[src/rtl/gf_inv_4_pipe_if.sv]
// Valid/ready handshake bundle for gf_inv_4_pipe: an input channel carrying the
// element and tag to invert, and an output channel returning the inverse and tag.
interface gf_inv_4_pipe_if #(
    parameter int TAG_W = 4
);
    logic             in_valid;
    logic             in_ready;
    logic [3:0]       in_data;
    logic [TAG_W-1:0] in_tag;
    logic             out_valid;
    logic             out_ready;
    logic [3:0]       out_data;
    logic [TAG_W-1:0] out_tag;

    modport master (
        output in_valid,
        output in_data,
        output in_tag,
        output out_ready,
        input  in_ready,
        input  out_valid,
        input  out_data,
        input  out_tag
    );

    modport slave (
        input  in_valid,
        input  in_data,
        input  in_tag,
        input  out_ready,
        output in_ready,
        output out_valid,
        output out_data,
        output out_tag
    );
endinterface

[src/rtl/gf_inv_4_pipe.sv]
// Two-stage pipelined GF(2^4) inverter (tower field over GF(2^2), normal bases).
// Optional self-check of each result is enabled by defining GF_INV_4_CHECK_EN.
module gf_inv_4_pipe #(
    parameter int TAG_W = 4
) (
    input  logic clk,
    input  logic rst,
`ifdef GF_INV_4_CHECK_EN
    output logic err,
`endif
    gf_inv_4_pipe_if.slave bus
);

    // GF(2^2) helpers, normal basis [Omega^2, Omega]
    function automatic logic [1:0] gf2_mul(input logic [1:0] x, input logic [1:0] y);
        logic e;
        e = (x[1] ^ x[0]) & (y[1] ^ y[0]);
        return {(x[1] & y[1]) ^ e, (x[0] & y[0]) ^ e};
    endfunction

    function automatic logic [1:0] gf2_sq(input logic [1:0] x);
        return {x[0], x[1]};
    endfunction

    function automatic logic [1:0] gf2_sclw(input logic [1:0] x);
        return {x[1] ^ x[0], x[1]};
    endfunction

`ifdef GF_INV_4_CHECK_EN
    function automatic logic [3:0] gf4_mul(input logic [3:0] x, input logic [3:0] y);
        logic [1:0] e;
        e = gf2_sclw(gf2_mul(x[3:2] ^ x[1:0], y[3:2] ^ y[1:0]));
        return {gf2_mul(x[3:2], y[3:2]) ^ e, gf2_mul(x[1:0], y[1:0]) ^ e};
    endfunction
`endif

    logic             w_s2_take;
    logic             w_s1_take;
    logic [1:0]       w_in_a;
    logic [1:0]       w_in_b;
    logic [1:0]       w_in_c;
    logic [1:0]       w_d;
    logic [3:0]       w_inv;

    logic             r_s1_valid;
    logic [1:0]       r_s1_a;
    logic [1:0]       r_s1_b;
    logic [1:0]       r_s1_c;
    logic [TAG_W-1:0] r_s1_tag;

    logic             r_s2_valid;
    logic [3:0]       r_s2_data;
    logic [TAG_W-1:0] r_s2_tag;

    // A stage advances when its downstream slot is empty or being drained.
    assign w_s2_take = !r_s2_valid || bus.out_ready;
    assign w_s1_take = !r_s1_valid || w_s2_take;

    assign w_in_a = bus.in_data[3:2];
    assign w_in_b = bus.in_data[1:0];
    assign w_in_c = gf2_sclw(gf2_sq(w_in_a ^ w_in_b)) ^ gf2_mul(w_in_a, w_in_b);

    assign w_d   = gf2_sq(r_s1_c);
    assign w_inv = {gf2_mul(w_d, r_s1_b), gf2_mul(w_d, r_s1_a)};

    assign bus.in_ready  = w_s1_take;
    assign bus.out_valid = r_s2_valid;
    assign bus.out_data  = r_s2_data;
    assign bus.out_tag   = r_s2_tag;

    // Stage 1: capture the element halves and the GF(2^2) norm term c.
    always_ff @(posedge clk) begin
        if (rst) begin
            r_s1_valid <= 1'b0;
            r_s1_a     <= 2'b00;
            r_s1_b     <= 2'b00;
            r_s1_c     <= 2'b00;
            r_s1_tag   <= '0;
        end else if (w_s1_take) begin
            r_s1_valid <= bus.in_valid;
            if (bus.in_valid) begin
                r_s1_a   <= w_in_a;
                r_s1_b   <= w_in_b;
                r_s1_c   <= w_in_c;
                r_s1_tag <= bus.in_tag;
            end else begin
                r_s1_a   <= r_s1_a;
                r_s1_b   <= r_s1_b;
                r_s1_c   <= r_s1_c;
                r_s1_tag <= r_s1_tag;
            end
        end else begin
            r_s1_valid <= r_s1_valid;
        end
    end

    // Stage 2: invert c and scale both halves to form the output element.
    always_ff @(posedge clk) begin
        if (rst) begin
            r_s2_valid <= 1'b0;
            r_s2_data  <= 4'h0;
            r_s2_tag   <= '0;
        end else if (w_s2_take) begin
            r_s2_valid <= r_s1_valid;
            r_s2_data  <= w_inv;
            r_s2_tag   <= r_s1_tag;
        end else begin
            r_s2_valid <= r_s2_valid;
            r_s2_data  <= r_s2_data;
            r_s2_tag   <= r_s2_tag;
        end
    end

`ifdef GF_INV_4_CHECK_EN
    logic [3:0] r_s2_elem;
    logic       r_err;
    logic       w_bad;

    // The source element follows its result so the product can be checked at drain.
    always_ff @(posedge clk) begin
        if (rst) begin
            r_s2_elem <= 4'h0;
        end else if (w_s2_take) begin
            r_s2_elem <= {r_s1_a, r_s1_b};
        end else begin
            r_s2_elem <= r_s2_elem;
        end
    end

    assign w_bad = (r_s2_elem == 4'h0) ? (r_s2_data != 4'h0)
                                       : (gf4_mul(r_s2_elem, r_s2_data) != 4'hF);

    // Sticky error flag, cleared only by reset.
    always_ff @(posedge clk) begin
        if (rst) begin
            r_err <= 1'b0;
        end else if (r_s2_valid && bus.out_ready && w_bad) begin
            r_err <= 1'b1;
        end else begin
            r_err <= r_err;
        end
    end

    assign err = r_err;
`endif

endmodule

[src/flat_wrapper.sv]
// flat-port wrapper written by rule: the top's interface ports become plain ports
module gf_inv_4_pipe_flat 
#(
    parameter int TAG_W = 4
)
  (clk, rst, bus_in_valid, bus_in_data, bus_in_tag, bus_out_ready, bus_in_ready, bus_out_valid, bus_out_data, bus_out_tag);
  gf_inv_4_pipe_if #(.TAG_W(TAG_W)) bus_i ();
  input  logic clk;
  input  logic rst;
  input wire logic [$bits(bus_i.in_valid)-1:0] bus_in_valid;
  input wire logic [$bits(bus_i.in_data)-1:0] bus_in_data;
  input wire logic [$bits(bus_i.in_tag)-1:0] bus_in_tag;
  input wire logic [$bits(bus_i.out_ready)-1:0] bus_out_ready;
  output wire logic [$bits(bus_i.in_ready)-1:0] bus_in_ready;
  output wire logic [$bits(bus_i.out_valid)-1:0] bus_out_valid;
  output wire logic [$bits(bus_i.out_data)-1:0] bus_out_data;
  output wire logic [$bits(bus_i.out_tag)-1:0] bus_out_tag;
  assign bus_i.in_valid = bus_in_valid;
  assign bus_i.in_data = bus_in_data;
  assign bus_i.in_tag = bus_in_tag;
  assign bus_i.out_ready = bus_out_ready;
  assign bus_in_ready = bus_i.in_ready;
  assign bus_out_valid = bus_i.out_valid;
  assign bus_out_data = bus_i.out_data;
  assign bus_out_tag = bus_i.out_tag;
  gf_inv_4_pipe #(.TAG_W(TAG_W)) u_core (.clk(clk), .rst(rst), .bus(bus_i));
endmodule
[config.mk]
export PLATFORM = sky130hd
export DESIGN_NAME = gf_inv_4_pipe_flat
export DESIGN_NICKNAME = d
export VERILOG_FILES = /design/src/rtl/gf_inv_4_pipe_if.sv /design/src/rtl/gf_inv_4_pipe.sv /design/src/flat_wrapper.sv
export SDC_FILE = /design/constraint.sdc
export NUM_CORES = 1
export LEC_CHECK = 0
export ABC_AREA = 1
export BUFFER_PORTS_ARGS = -buffer_cell sky130_fd_sc_hd__buf_4
export CORE_MARGIN = 2
export CORE_UTILIZATION = 25
export CTS_CLUSTER_DIAMETER = 80
export DETAILED_ROUTE_END_ITERATION = 8
export PLACE_DENSITY = 0.49
export SYNTH_ARGS = -nofsm -noshare
export SYNTH_HDL_FRONTEND = slang
export SYNTH_SLANG_ARGS = --single-unit
export TNS_END_PERCENT = 50
[constraint.sdc]
create_clock -name clk -period 1.2 [get_ports clk]
set_input_delay 0.24 -clock clk [delete_from_list [all_inputs] [get_ports clk]]
set_output_delay 0.24 -clock clk [all_outputs]
set_load 0.05 [all_outputs]
==> flow_metrics.env, run 1 <==
export IMPL_utilization_pct=37.60
export IMPL_die_w_um=67.08
export IMPL_htreeDepth=1
export IMPL_clk_latency_ns=0.26
export IMPL_regArea_um2=404.1
export IMPL_boundaryPins=22
export IMPL_grt_max_degree=17
export IMPL_finClkSkew_ns=0.001901
export IMPL_tns_ns=-0.07425
export IMPL_multi_input_area_um2=499.2
export IMPL_wl_met2_um=933
export IMPL_synth_seq_area_share_pct=40.25
export IMPL_fin_nets=194
export IMPL_wl_um=2017
export IMPL_clk_pin_slew_worst_paths_ns=0.07
export IMPL_yosysWarnings=0
export IMPL_cts_buffer_depth=2
export IMPL_syn_nets=158
export IMPL_drc=0
export IMPL_overflow=0
export IMPL_routed_via_count=930
export IMPL_timing_hold_violations_final=0
export IMPL_hold_class="input pin to register"
export IMPL_period_share_pct=102.5
export IMPL_rsz0062_at_grt="true"
export IMPL_antenna_found_initial=0
export IMPL_synth_seq_cells=20
export IMPL_synth_area_um2=994.7
export IMPL_rows=22
export IMPL_hp_start="rst"
export IMPL_cts_root_buf="clkbuf_8"
export IMPL_synth_cell_types=18
export IMPL_dp_hpwl_um=1562
export IMPL_cts_sinks=20
export IMPL_setup_slack_ns=-0.03055
export IMPL_avgRoutedWirePerCell_um=8.885
export IMPL_antennaDiodeCount=0
export IMPL_status="complete, but fails checks"
export IMPL_die_area_mm2=0.004499
export IMPL_arrival_ns=0.99
export IMPL_track_usage_pct=9.986
export IMPL_drive_above_1_share_pct=30.73
export IMPL_final_common_cell="buf_4"
export IMPL_worst_path_max_fanout=3
export IMPL_startpoint_type="register"
export IMPL_dr_wl_met3_um=69
export IMPL_holdBufCountCts=0
export IMPL_wl_met1_um=983
export IMPL_drv_slew=0
export IMPL_core_area_mm2=0.003744
export IMPL_critPathMaxStageDelay_ns=0.35
export IMPL_final_antenna_net_count=0
export IMPL_layout_common_cells="buf_4, nand2_1, inv_1"
export IMPL_critPathKind="register to primary output"
export IMPL_crit_path_cell_trace="inv_2 > nor2_4 > nand2_4 > buf_8"
export IMPL_critPathTopFamily="flip-flops"
export IMPL_syn_area_per_cell_um2=6.908
export IMPL_fmax_ghz=0.8126
export IMPL_cp_end_kind="primary output"
export IMPL_highest_layer="met4"
export IMPL_slew_headroom_pct=63.77
export IMPL_failed_checks="setup timing"
export IMPL_drt_first_pass_iters=4
export IMPL_initial_utilization_pct=26.57
export IMPL_drtIter0Drc=15
export IMPL_worst_path_buf_inv=2
export IMPL_grt_pass1_vias=840
export IMPL_peakVddDrop_v=0.0004219
export IMPL_setup_viol_count_final=7
export IMPL_startpoint="u_core.bus.out_valid"
export IMPL_grt_pass1_wl_um=3429
export IMPL_via_per_inst=4.097
export IMPL_cts_tree="done"
export IMPL_nFillCells=421
export IMPL_fin_crit_ns=1.231
export IMPL_r2r_start="u_core.bus.out_valid"
export IMPL_cts_buffers=3
export IMPL_gp_congestion=0.7387
export IMPL_power_density_mw_per_mm2=1299
export IMPL_cp_data_required_time_ns=0.96
export IMPL_synthToLayoutAreaGrowth_pct=41.51
export IMPL_die_h_um=67.08
export IMPL_syn_instance_count=144
export IMPL_worstMarginPinSlew_ns=0.5429
export IMPL_port_buffers=21
export IMPL_cpMaxStageDelayCell="dfxtp_4"
export IMPL_drv_cap=0
export IMPL_cellLeakagePower_nw=0.7814
[metal layers]
metal	vias to the layer above	global-route usage [%]
met3	3	1.014
met2	17	15.47
met5	-	0
met1	403	13.16
met4	0	6.122
li1	507	-
[worst reg2reg max path: stages, from the launching register on]
cell	delay, ns
dfxtp_4	0.35
inv_2	0.04
nor2_4	0.13
buf_6	0.13
clkinvlp_4	0.16
buf_4	0.18
nor2_1	0.08
nor2_1	0.05
[flip-flops by register name, summed over array words and instances, names as in the netlist]
register	cells
u_core.bus.out_data	4
u_core.bus.out_tag	4
u_core.r_s1_tag	4
u_core.r_s1_a	2
u_core.r_s1_b	2
u_core.r_s1_c	2
u_core.bus.out_valid	1
u_core.r_s1_valid	1
[Yosys cell counts, drive strengths merged]
master  number  area, um2
a21oi        5      25.02
buf          1      11.26
clkbuf       2      17.51
dfxtp       20      400.4
ha           2      25.02
inv         26      97.59
nand2       33      138.9
nand3       11      55.05
nand3b       1      7.510
nor2        23      93.84
o21ai       16      80.08
xnor2        1      8.760
xor2         3      33.79
[power breakdown]
group	switching, mW	total (mW)	internal, mW
sequential	0.0378	0.752	0.715
combinational	0.246	0.412	0.166
clock	0.219	0.664	0.445
[logic make-up (layout without fill, tap and decap cells)]
family | Yosys count | count (layout) | share of synthesized area [%]
simple gates | 68 | 68 | 29.69
compound gates | 21 | 21 | 10.57
flops | 20 | 20 | 40.25
fa+ha+maj | 2 | 2 | 2.515
xor+xnor | 4 | 4 | 4.278
buf+inv | 29 | 64 | 12.70
[repair_timing]
action | 4_1_cts | 5_1_grt
resized for setup | 5 | 17
pin swaps | 2 | 3
setup buffers | 3 | 2
endpoints found under the setup margin | 1 | 15
[final timing paths]
kind / endpoint / slack, ns / cells past startpoint
setup / recovery: bus_in_ready / -0.03 / 4
hold / removal: u_core.bus.out_valid / 0.17 / 2
setup reg to reg: u_core.bus.out_tag[0] / -0.02 / 7
hold reg to reg: u_core.bus.out_tag[3] / 0.48 / 2
[through the flow]
step / hold slack, ns / power, mW / instance area [um2] / setup WS (ns) / std cells
final: 0.1684 / 1.829 / 1408 / -0.03055 / 227
after global routing: 0.1680 / 1.932 / 1408 / -0.1350 / 227
after CTS: 0.1615 / 1.829 / 1354 / -0.04189 / 225
after detailed placement: 0.4395 / 1.153 / 1250 / -0.06977 / 218
after global placement: 0.4381 / 1.143 / 1250 / -0.04811 / 218
after floorplan: 0.3027 / 1.027 / 1001 / -0.09884 / 144
[final cells by class]
| type | instances | area share (%) |
|---|---|---|
| multi-input cells | 95 | 35.47 |
| flip-flops and latches | 20 | 28.71 |
| repair buffers | 34 | 18.93 |
| inverters | 26 | 7.556 |
| well taps | 48 | 4.267 |
| clock buffers | 3 | 2.933 |
| clock inverters | 1 | 2.133 |
Power figures use the tool's default switching activity.
==> run 2: changes to the inputs <==
Settings changed: CORE_ASPECT_RATIO set to 1.4, SKIP_CTS_REPAIR_TIMING set to 1, SKIP_LAST_GASP set to 1.
==> run 2 against run 1 <==
  * Worst setup slack got worse by 0.082 ns
  * The flow still finishes with violations (setup timing)
  * Critical endpoint unchanged
  * Sequential power fell by 0.5%
  * Sequential share of layout area rose by 2.2 points
  * Maximum frequency fell by 6.2%
==> flow_metrics.env, run 2 (synthesis results as in run 1) <==
export IMPL_total_power_mw=1.646
export IMPL_die_w_um=57.31
export IMPL_antennaDiodeCount=0
export IMPL_setup_slack_ns=-0.1123
export IMPL_overflow=0
export IMPL_worstMarginPinSlew_ns=0.3836
export IMPL_fin_crit_ns=1.312
export IMPL_synthToLayoutAreaGrowth_pct=31.32
export IMPL_cellLeakagePower_nw=0.7431
export IMPL_holdWs_ns=0.1627
export IMPL_wl_um=2032
export IMPL_htreeDepth=1
export IMPL_die_h_um=78.64
export IMPL_timing_hold_violations_final=0
export IMPL_dp_cells=211
export IMPL_final_common_cell="nand2_1"
export IMPL_finClkSkew_ns=0.005452
export IMPL_arrival_ns=1.07
export IMPL_crit_path_cell_trace="inv_2 > nor2_4 > nand2_4 > buf_8"
export IMPL_final_antenna_net_count=0
export IMPL_regArea_um2=404.1
export IMPL_cp_data_required_time_ns=0.96
export IMPL_startpoint_type="register"
export IMPL_cts_root_buf="clkbuf_8"
export IMPL_drt_first_pass_iters=3
export IMPL_layout_common_cells="nand2_1, buf_4, inv_1"
export IMPL_rows=27
export IMPL_status="complete, but fails checks"
export IMPL_cts_buffer_depth=2
export IMPL_drv_cap=0
export IMPL_drc=0
export IMPL_critPathMaxStageDelay_ns=0.35
export IMPL_boundaryPins=22
export IMPL_avgRoutedWirePerCell_um=9.364
export IMPL_worst_path_max_fanout=6
export IMPL_drtIter0Drc=6
export IMPL_worst_path_buf_inv=2
export IMPL_critPathTopFamily="flip-flops"
export IMPL_dp_hpwl_um=1637
export IMPL_hold_class="input pin to register"
export IMPL_slew_headroom_pct=74.40
export IMPL_cts_tree="done"
export IMPL_tns_ns=-0.1123
export IMPL_port_buffers=21
export IMPL_grt_pass1_vias=942
export IMPL_die_area_mm2=0.004507
export IMPL_fin_nets=189
export IMPL_final_cells=217
export IMPL_failed_checks="setup timing"
export IMPL_peakVddDrop_v=0.0005429
export IMPL_rsz0062_at_grt="true"
export IMPL_via_per_inst=4.198
export IMPL_grt_pass1_wl_um=3822
export IMPL_period_share_pct=109.4
export IMPL_setup_viol_count_final=1
export IMPL_fmax_ghz=0.7620
export IMPL_cts_buffers=3
export IMPL_cp_end_kind="primary output"
export IMPL_gp_congestion=0.7034
export IMPL_core_area_mm2=0.003885
export IMPL_clk_latency_ns=0.26
export IMPL_drv_slew=0
export IMPL_cts_sinks=20
export IMPL_grt_max_degree=17
export IMPL_antenna_found_initial=0
export IMPL_nFillCells=419
export IMPL_place_ws_ns=-0.08540
export IMPL_multi_input_area_um2=467.9
export IMPL_cpMaxStageDelayCell="dfxtp_4"
export IMPL_initial_utilization_pct=25.60
export IMPL_drive_above_1_share_pct=22.99
export IMPL_critPathKind="register to primary output"
export IMPL_clk_pin_slew_worst_paths_ns=0.07
export IMPL_power_density_mw_per_mm2=1260
export IMPL_routed_via_count=911
export IMPL_track_usage_pct=10.76
## run 2: routing by layer
metal  global-route usage, %  routed length [um]  vias up
met5                       0                   0        -
met4                   6.977                  65        0
met3                   1.483                  63        5
met2                   19.31                1068       14
met1                   11.40                 835      392
li1                        -                   -      500
## run 2: stage by stage
| step | cell area (um2) | utilization, % |
|---|---|---|
| 6_report | 1306 | 33.62 |
| 5_1_grt | 1306 | 33.62 |
| 2_1_floorplan | 1001 | - |
| 4_1_cts | 1284 | 33.04 |
| 3_5_place_dp | 1229 | 31.63 |
| 3_3_place_gp | 1229 | 31.63 |
## run 2: where the power goes
group	leakage (nW)	total, mW	switching [mW]	internal, mW
logic	0.548	0.387	0.235	0.151
clock network	0.0288	0.512	0.220	0.292
registers	0.166	0.748	0.0330	0.715
total	0.743	1.65	0.488	1.16
## run 2: final cells by class
class                      instances  share of cell area (%)
timing repair buffer              29                   17.24
inverter                          26                   7.663
clock buffer                       4                   4.215
multi-input combinational         95                   35.82
sequential                        20                   30.94
tap                               43                   4.119
## run 2: final timing paths
check / from / endpoint / slack (ns) / depth (start not counted)
worst min register to register: u_core.r_s1_tag[3] / u_core.r_s1_tag[3] / 0.49 / 2
worst max register to register: u_core.bus.out_valid / u_core.r_s1_a[0] / 0.03 / 7
worst min-delay path: rst / u_core.bus.out_valid / 0.16 / 2
worst max-delay path: u_core.bus.out_valid / bus_in_ready / -0.11 / 4
==> run 3: changes to the inputs <==
Settings changed: PLACE_DENSITY 0.49 to 0.54, SKIP_CTS_REPAIR_TIMING 1 to unset.
==> run 3 against run 2 <==
  * The flow still finishes with violations (setup timing)
  * Largest power group unchanged
  * Worst hold slack gained 0.0048 ns
  * Power increased by 1.4%
  * Sequential power about the same
  * Critical path depth unchanged
  * Combinational power increased by 6.2%
  * Cell count increased by 2.8%
  * Clock power about the same
==> flow_metrics.env, run 3 (synthesis results as in run 1) <==
export IMPL_slew_headroom_pct=83.57
export IMPL_grt_max_degree=17
export IMPL_cp_data_required_time_ns=0.96
export IMPL_boundaryPins=22
export IMPL_hp_start="rst"
export IMPL_r2r_cells=8
export IMPL_fin_crit_ns=1.214
export IMPL_failed_checks="setup timing"
export IMPL_routed_via_count=916
export IMPL_drv_cap=0
export IMPL_rows=27
export IMPL_gp_congestion=0.7534
export IMPL_cts_buffer_depth=2
export IMPL_final_antenna_net_count=0
export IMPL_die_h_um=78.64
export IMPL_cp_end_kind="primary output"
export IMPL_hold_path_cell_count=2
export IMPL_hold_end="u_core.bus.out_valid"
export IMPL_drtIter0Drc=8
export IMPL_status="complete, but fails checks"
export IMPL_final_cells=223
export IMPL_reg2reg_slack_ns=0.02
export IMPL_finClkSkew_ns=0.002555
export IMPL_clk_latency_ns=0.26
export IMPL_antennaDiodeCount=0
export IMPL_place_ws_ns=-0.05936
export IMPL_setup_slack_ns=-0.01380
export IMPL_rsz0062_at_grt="true"
export IMPL_cts_buffers=3
export IMPL_timing_hold_violations_final=0
export IMPL_hold_class="input pin to register"
export IMPL_holdBufCountCts=0
export IMPL_power_switching_mw=0.4915
export IMPL_drt_first_pass_iters=4
export IMPL_drive_above_1_share_pct=27.78
export IMPL_layout_common_cells="nand2_1, buf_4, inv_1"
export IMPL_initial_utilization_pct=25.60
export IMPL_dp_hpwl_um=1469
export IMPL_seq_power_share_pct=44.8
export IMPL_die_w_um=57.31
export IMPL_grt_pass1_vias=832
export IMPL_cellLeakagePower_nw=0.7797
export IMPL_reg2reg_to="u_core.r_s1_a[1]"
export IMPL_synthToLayoutAreaGrowth_pct=39.75
export IMPL_overflow=0
export IMPL_startpoint_type="register"
export IMPL_peakVddDrop_v=0.0005973
export IMPL_worst_path_max_fanout=2
export IMPL_total_power_mw=1.668
export IMPL_grt_pass1_wl_um=3180
export IMPL_port_buffers=21
export IMPL_power_density_mw_per_mm2=1200
export IMPL_via_per_inst=4.108
export IMPL_cpMaxStageDelayCell="dfxtp_4"
export IMPL_track_usage_pct=8.728
export IMPL_die_area_mm2=0.004507
export IMPL_critPathTopFamily="flip-flops"
export IMPL_cts_root_buf="clkbuf_8"
export IMPL_clock_power_share_pct=30.6
export IMPL_cts_tree="done"
export IMPL_htreeDepth=1
export IMPL_period_share_pct=101.1
export IMPL_drv_slew=0
export IMPL_critPathMaxStageDelay_ns=0.35
export IMPL_worstMarginPinSlew_ns=0.2462
export IMPL_dp_cells=216
export IMPL_fin_nets=195
export IMPL_fmax_ghz=0.8239
export IMPL_wl_um=1868
export IMPL_avgRoutedWirePerCell_um=8.377
export IMPL_r2r_start="u_core.bus.out_valid"
export IMPL_core_area_mm2=0.003885
export IMPL_drc=0
export IMPL_setup_viol_count_final=1
export IMPL_crit_path_cell_trace="inv_2 > nor2_4 > nand2_4 > buf_8"
export IMPL_swShare_pct=29.46
export IMPL_worst_path_buf_inv=2
export IMPL_power_frac_comb_pct=24.7
export IMPL_cts_sinks=20
export IMPL_power_internal_mw=1.177
export IMPL_antenna_found_initial=0
export IMPL_clk_pin_slew_worst_paths_ns=0.07
export IMPL_arrival_ns=0.97
export IMPL_critPathKind="register to primary output"
==> run 3: changes by cell type in the layout (fill, tap and decap cells not counted), sizes merged <==
cell	change
inv	-1
buf	+6
clkinvlp	+1
==> run 3: per-stage QoR <==
step	area, um2	setup TNS [ns]	utilization (%)	hold WS, ns
2_1_floorplan	1001	-0.7874	-	0.3027
3_3_place_gp	1279	-0.07595	32.91	0.4424
3_5_place_dp	1279	-0.1037	32.91	0.4444
4_1_cts	1356	-0.02761	34.91	0.1683
5_1_grt	1390	-0.4574	35.78	0.1748
6_report	1390	-0.01380	35.78	0.1675
==> run 3: power by group through the flow <==
stage | Sequential (mW) | Clock, mW | Combinational (mW)
4_1_cts | 0.746 | 0.527 | 0.404
3_5_place_dp | 0.762 | 0 | 0.399
6_report | 0.747 | 0.510 | 0.411
5_1_grt | 0.752 | 0.543 | 0.458
2_1_floorplan | 0.840 | 0 | 0.186
3_3_place_gp | 0.761 | 0 | 0.397
==> run 3: worst max-delay path by stage <==
stage / startpoint / end / cells after the start
after detailed placement: bus_in_data[0] / u_core.r_s1_c[0] / 8
after global placement: bus_in_data[0] / u_core.r_s1_c[0] / 8
after floorplan: u_core.bus.out_valid / u_core.r_s1_tag[0] / 8
final: u_core.bus.out_valid / bus_in_ready / 4
after global routing: u_core.bus.out_valid / u_core.bus.out_data[0] / 8
after CTS: u_core.bus.out_valid / bus_in_ready / 4
==> run 3: layer usage <==
metal | up-vias | routed length, um | GRT usage [%]
met2 | 15 | 1005 | 15.98
met3 | 2 | 50 | 0.6590
met4 | 0 | 19 | 5.581
met5 | - | 0 | 0
met1 | 386 | 792 | 9.347
li1 | 513 | - | -
==> run 3: worst reg2reg max path: cells and delay by family, from the launching register on <==
kind | cells | cell delay, ns
simple gates | 3 | 0.27
compound gates | 2 | 0.21
buf+inv | 3 | 0.25
flops | 1 | 0.35
==> run 3: repair_timing <==
| item | in CTS | in global routing |
|---|---|---|
| pin swaps | 2 | 1 |
| setup endpoints to repair | 1 | 14 |
| hold endpoints to repair | 0 | 0 |
| setup buffers | 2 | 1 |
| gates resized for setup | 2 | 14 |
==> run 3: final cells by class <==
cell class / instances / area, um2
Clock buffer: 4 / 55.05
Multi-Input combinational cell: 95 / 480.5
Timing Repair Buffer: 35 / 290.3
Fill cell: 427 / 2495
Tap cell: 43 / 53.80
Sequential cell: 20 / 404.1
Inverter: 26 / 106.4
